===== config.mk =====
export PLATFORM = sky130hd
export DESIGN_NAME = gray_conv_arbiter
export DESIGN_NICKNAME = d
export VERILOG_FILES = /design/src/rtl/gray_conv_arbiter.sv
export SDC_FILE = /design/constraint.sdc
export NUM_CORES = 1
export LEC_CHECK = 0
export BUFFER_PORTS_ARGS = -buffer_cell sky130_fd_sc_hd__buf_4
export CAP_MARGIN = 40
export CORE_AREA = 4 4 87 48
export CTS_CLUSTER_DIAMETER = 60
export DETAILED_ROUTE_END_ITERATION = 7
export DIE_AREA = 0 0 91 52
export SYNTH_ARGS = -nofsm -noshare
export SYNTH_HDL_FRONTEND = slang
export SYNTH_SLANG_ARGS = --single-unit

===== constraint.sdc =====
create_clock -name clk -period 1.89 [get_ports clk]
set_input_delay 0.2835 -clock clk [delete_from_list [all_inputs] [get_ports clk]]
set_output_delay 0.2835 -clock clk [all_outputs]
set_load 0.005 [all_outputs]

===== src/rtl/gray_conv_arbiter.sv =====
// gray_conv_arbiter: round-robin arbiter in front of a shared binary-to-Gray converter.
module gray_conv_arbiter #(
    parameter int WIDTH = 4
) (
    input  logic             clk,
    input  logic             rst,
    input  logic             req0,
    input  logic [WIDTH-1:0] bin0,
    input  logic             req1,
    input  logic [WIDTH-1:0] bin1,
    output logic             gnt0,
    output logic             gnt1,
    output logic             done0,
    output logic             done1,
    output logic [WIDTH-1:0] gray_out,
    output logic             busy,
    output logic [7:0]       conv_cnt
);
    typedef enum logic [1:0] {IDLE, CONVERT, DONE} state_t;
    state_t           state_q, state_d;
    logic [WIDTH-1:0] op_q, op_d, gray_q, gray_d;
    logic [7:0]       cnt_q, cnt_d;
    logic             own_q, own_d, last_q, last_d, win;
    always_comb begin
        win     = (req0 && req1) ? ~last_q : req1;
        state_d = state_q;
        op_d    = op_q;
        gray_d  = gray_q;
        cnt_d   = cnt_q;
        own_d   = own_q;
        last_d  = last_q;
        case (state_q)
            IDLE: if (req0 || req1) begin
                state_d = CONVERT;
                own_d   = win;
                op_d    = win ? bin1 : bin0;
            end
            CONVERT: begin
                state_d = DONE;
                gray_d  = op_q ^ (op_q >> 1);
            end
            DONE: begin
                state_d = IDLE;
                last_d  = own_q;
                cnt_d   = cnt_q + 8'd1;
            end
            default: state_d = IDLE;
        endcase
    end
    // last_q resets to 1 so requester 0 wins the first contended arbitration
    always_ff @(posedge clk) begin
        if (rst) begin
            state_q <= IDLE;
            op_q    <= '0;
            gray_q  <= '0;
            cnt_q   <= '0;
            own_q   <= 1'b0;
            last_q  <= 1'b1;
        end else begin
            state_q <= state_d;
            op_q    <= op_d;
            gray_q  <= gray_d;
            cnt_q   <= cnt_d;
            own_q   <= own_d;
            last_q  <= last_d;
        end
    end
    assign gnt0     = (state_q == CONVERT) && !own_q;
    assign gnt1     = (state_q == CONVERT) && own_q;
    assign done0    = (state_q == DONE) && !own_q;
    assign done1    = (state_q == DONE) && own_q;
    assign busy     = (state_q != IDLE);
    assign gray_out = gray_q;
    assign conv_cnt = cnt_q;
endmodule


==> results.rst <==
.. list-table::
   :header-rows: 1

   * - Metric
     - Value
   * - RSZ-0062 raised after global routing
     - false
   * - Worst rel slew slack
     - 74.5%
   * - GR Util All Layers
     - 9.10%
   * - Warning count from the yosys run
     - 0
   * - Reg2reg start
     - state_q[1]
   * - Slowest stage delay, CP
     - 0.36 ns
   * - Worst Hold Depth
     - 3
   * - Final-stage net count
     - 141
   * - Post-synth net total
     - 112
   * - Class of the most critical setup path
     - flop to primary output
   * - Setup crit start
     - state_q[1]
   * - Final count of pins violating max slew
     - 0
   * - HPWL after detailed placement
     - 1.55 mm
   * - Insertion delay to the later sink of the worst-skew pair
     - 0.25 ns
   * - Total via count after detailed routing
     - 805
   * - Largest family of logic cells by synthesized area
     - simple AND/OR/NAND/NOR gates
   * - Synthesized-area fraction occupied by and/or/nand/nor cells
     - 22.2%
   * - Wire length of the first global-routing pass
     - 3.43 mm
   * - Depth of the CTS H-tree
     - 1
   * - Routability congestion estimate from global placement
     - 0.724
   * - Effective utilization at floorplan
     - 26.5%
   * - Maximum fanout along the worst path
     - 7
   * - Number of antenna violations at the first check in global routing
     - 0
   * - Site row count
     - 15
   * - Count of max-cap constraint violations
     - 0
   * - Number of unique standard cell types used by synthesis
     - 30
   * - Hold-fix buffers, CTS
     - 0
   * - Buffers and inverters on the worst path
     - 2
   * - Fmax
     - 646 MHz
   * - Chip width
     - 91 um
   * - Count of port buffers added during placement
     - 28
   * - Most used flip-flop cell after synthesis
     - sky130_fd_sc_hd__dfxtp_1
   * - Die Area
     - 4730 um^2
   * - Standby leakage power
     - 0.474 nW
   * - # clock sinks
     - 20
   * - Avg Synthesized Cell Area
     - 9.05 um^2
   * - Setup Skew
     - 0.00113 ns
   * - Dominant cell type by area after synthesis
     - sky130_fd_sc_hd__dfxtp_1
   * - Final setup vio count
     - 0
   * - Hold Vio Cnt, Final
     - 0
   * - Post-CTS Setup Repair Bufs
     - 0
   * - Required time of the worst setup path
     - 1.61 ns
   * - Post-placement setup slack
     - 0.507 ns
   * - Setup crit start kind
     - flop
   * - Worst-path cell chain
     - nor2_1 > inv_1 > buf_4
   * - Number of flip-flops and latches in the synthesized netlist
     - 20
   * - Worst-Margin Slew
     - 0.381 ns
   * - Grt ovf
     - 0
   * - Post-detailed-route wirelength per cell
     - 12.0 um
   * - Cell area after technology mapping
     - 896 um^2
   * - Cells after synthesis
     - 99
   * - Number of buffers on the longest clock path
     - 2
   * - Tightest Hold Check Type
     - input pin to flop
   * - Number of violations reported at the end of detailed-routing iteration 0
     - 27
   * - DRC violation count after routing
     - 0
   * - Die extent in y
     - 52 um
   * - Hold path startpoint
     - req1
   * - Post-route fraction of the period consumed by the critical path
     - 81.9%
   * - Number of enable-type register cells in the synthesized netlist
     - 0
   * - Number of cell instances on the worst register-to-register path
     - 3
   * - Async set-or-reset flop fraction in the synthesized netlist
     - 0%
   * - Clock tree from TritonCTS
     - yes
   * - Vias in the first global route
     - 777
   * - Clock Pin Slew Worst Setup and Hold Paths
     - 0.07 ns
   * - Sum Neg Setup Slack
     - 0 ns
   * - Capturing instance or port of the critical path
     - busy
   * - Drt pass-1 iters
     - 4
   * - WL final
     - 2.03 mm
   * - Largest net degree at the start of global routing
     - 22
   * - Type of element capturing the critical path
     - primary output
   * - Synth top area cells
     - sky130_fd_sc_hd__dfxtp_1 (45%), sky130_fd_sc_hd__a21oi_1 (6.1%), sky130_fd_sc_hd__a211oi_1 (5.9%)
   * - Status
     - finished, final reports clean
   * - Share of cells above drive strength 1
     - 31.5%
   * - Family with the most delay on the worst path
     - flip-flops
   * - Area Overhead vs Synth
     - 33.0%
   * - Xor-xnor portion of the synthesized cell area
     - 4.89%
   * - Minimum setup slack among reg-to-reg paths
     - 0.48 ns
   * - Fraction of post-synthesis cell area in the top cell type by area
     - 44.7%
   * - Portion of the post-synthesis area used by sequential elements
     - 44.7%
   * - Antenna-violating nets left
     - 0
   * - Via count normalized by instance count
     - 4.76
   * - Library cell used as clock root buffer
     - sky130_fd_sc_hd__clkbuf_8
   * - Adder-cell area share of the yosys netlist
     - 1.40%
   * - Critical Path AT
     - 1.26 ns
   * - Number of clock buffers inserted by TritonCTS
     - 3
   * - Antenna diode count
     - 0
   * - Share of cell area taken by muxes after synthesis
     - 5.73%
   * - CP max stage cell
     - sky130_fd_sc_hd__dfxtp_1
   * - Count of instances resized after the clock tree is built
     - 0
   * - Most instantiated cells after synthesis
     - sky130_fd_sc_hd__dfxtp_1 (20), sky130_fd_sc_hd__nor2_1 (12), sky130_fd_sc_hd__a21oi_1 (11)
   * - Instance count on the critical path
     - 3
   * - Area fraction in compound gates after synthesis
     - 17.7%
   * - Final worst-path setup slack
     - 0.342 ns
   * - Count of fill cells added during filler insertion
     - 355
   * - Number of top-level pins
     - 29
   * - Worst IR drop on VDD
     - 0.237 mV
   * - Worst reg2reg endpoint
     - conv_cnt[5]
   * - Most numerous cell in the Yosys netlist
     - sky130_fd_sc_hd__dfxtp_1
   * - Final period demand of the worst path
     - 1.55 ns
   * - Floorplan Core Area
     - 3380 um^2
   * - Power density normalized to cell area
     - 774 nW/um^2
==> power by group <==
part | switching, mW | leakage, nW | internal (mW)
registers | 0.0217 | 0.164 | 0.447
logic | 0.0618 | 0.282 | 0.0745
clock network | 0.132 | 0.0288 | 0.185
==> worst min-delay path by stage <==
stage                  end  slack (ns)
6_report        state_q[0]        0.36
3_3_place_gp   gray_out[3]        0.45
4_1_cts         state_q[0]        0.34
2_1_floorplan  gray_out[3]        0.45
5_1_grt         state_q[0]        0.36
3_5_place_dp   gray_out[3]        0.46
==> worst reg2reg max path: cells and delay by family, from the launching register on <==
| kind | cells | cell delay [ns] |
|---|---|---|
| AO/OA/AOI/OAI | 1 | 0.15 |
| flip-flops | 1 | 0.42 |
| AND/OR/NAND/NOR | 2 | 0.78 |
==> through the flow <==
step / hold slack (ns) / power [mW] / utilization, % / cell area [um^2] / instances
after global routing: 0.362 / 0.973 / 35.3 / 1190 / 169
after global placement: 0.454 / 0.615 / 33.6 / 1140 / 165
after floorplan: 0.453 / 0.559 / - / 896 / 99
after detailed placement: 0.463 / 0.617 / 33.6 / 1140 / 165
final: 0.356 / 0.922 / 35.3 / 1190 / 169
after CTS: 0.343 / 0.935 / 35.3 / 1190 / 169
==> cells by family (layout without fill, tap and decap cells) <==
| kind of cell | Yosys count | count (layout) |
|---|---|---|
| simple gates | 37 | 37 |
| compound gates | 25 | 25 |
| flops | 20 | 20 |
| buf+inv | 6 | 34 |
| xor+xnor | 5 | 5 |
| mux | 5 | 5 |
| fa+ha+maj | 1 | 1 |
==> layer usage <==
metal | track usage, % | part of all wire [%]
met1 | 10.6 | 48
met3 | 3.18 | 4.4
met4 | 5.25 | 1.8
met5 | 0 | 0
met2 | 14.9 | 45
==> flip-flops by register name, indices dropped and copies added (netlist names) <==
signal	flops
conv_cnt	8
gray_out	4
last_q	1
op_q	4
own_q	1
state_q	2
==> placed cells by master (no fill, tap or decap) <==
| cell | n |
|---|---|
| sky130_fd_sc_hd__buf_4 | 28 |
| sky130_fd_sc_hd__dfxtp_1 | 20 |
| sky130_fd_sc_hd__nor2_1 | 12 |
| sky130_fd_sc_hd__a21oi_1 | 11 |
| sky130_fd_sc_hd__a211oi_1 | 7 |
| sky130_fd_sc_hd__xnor2_1 | 5 |
| sky130_fd_sc_hd__nand2_1 | 5 |
| sky130_fd_sc_hd__mux2i_1 | 4 |
| sky130_fd_sc_hd__clkbuf_8 | 4 |
| sky130_fd_sc_hd__nand3_1 | 3 |
| sky130_fd_sc_hd__o21ai_0 | 3 |
| sky130_fd_sc_hd__inv_1 | 2 |
| sky130_fd_sc_hd__and2b_2 | 2 |
| sky130_fd_sc_hd__and2_1 | 2 |
| sky130_fd_sc_hd__nand4_1 | 2 |
| sky130_fd_sc_hd__o31ai_1 | 2 |
| sky130_fd_sc_hd__or4_1 | 2 |
| sky130_fd_sc_hd__or2b_2 | 1 |
| sky130_fd_sc_hd__nand2b_1 | 1 |
| sky130_fd_sc_hd__nor3_1 | 1 |
| sky130_fd_sc_hd__a21boi_2 | 1 |
| sky130_fd_sc_hd__or2_2 | 1 |
| sky130_fd_sc_hd__a211o_2 | 1 |
| sky130_fd_sc_hd__nand4b_1 | 1 |
| sky130_fd_sc_hd__or3_1 | 1 |
| sky130_fd_sc_hd__nor2b_1 | 1 |
| sky130_fd_sc_hd__mux2_2 | 1 |
| sky130_fd_sc_hd__or3_2 | 1 |
| sky130_fd_sc_hd__nand3b_1 | 1 |
| sky130_fd_sc_hd__ha_1 | 1 |
==> final cells by class <==
| cell class | count | area [um^2] | area share (%) |
|---|---|---|---|
| repair buffers | 28 | 210 | 17.6 |
| flip-flops and latches | 20 | 400 | 33.6 |
| inverters | 2 | 7.51 | 0.630 |
| well taps | 42 | 52.6 | 4.41 |
| clock buffers | 4 | 55.1 | 4.62 |
| multi-input cells | 73 | 465 | 39.1 |
Power figures use the tool's default switching activity.
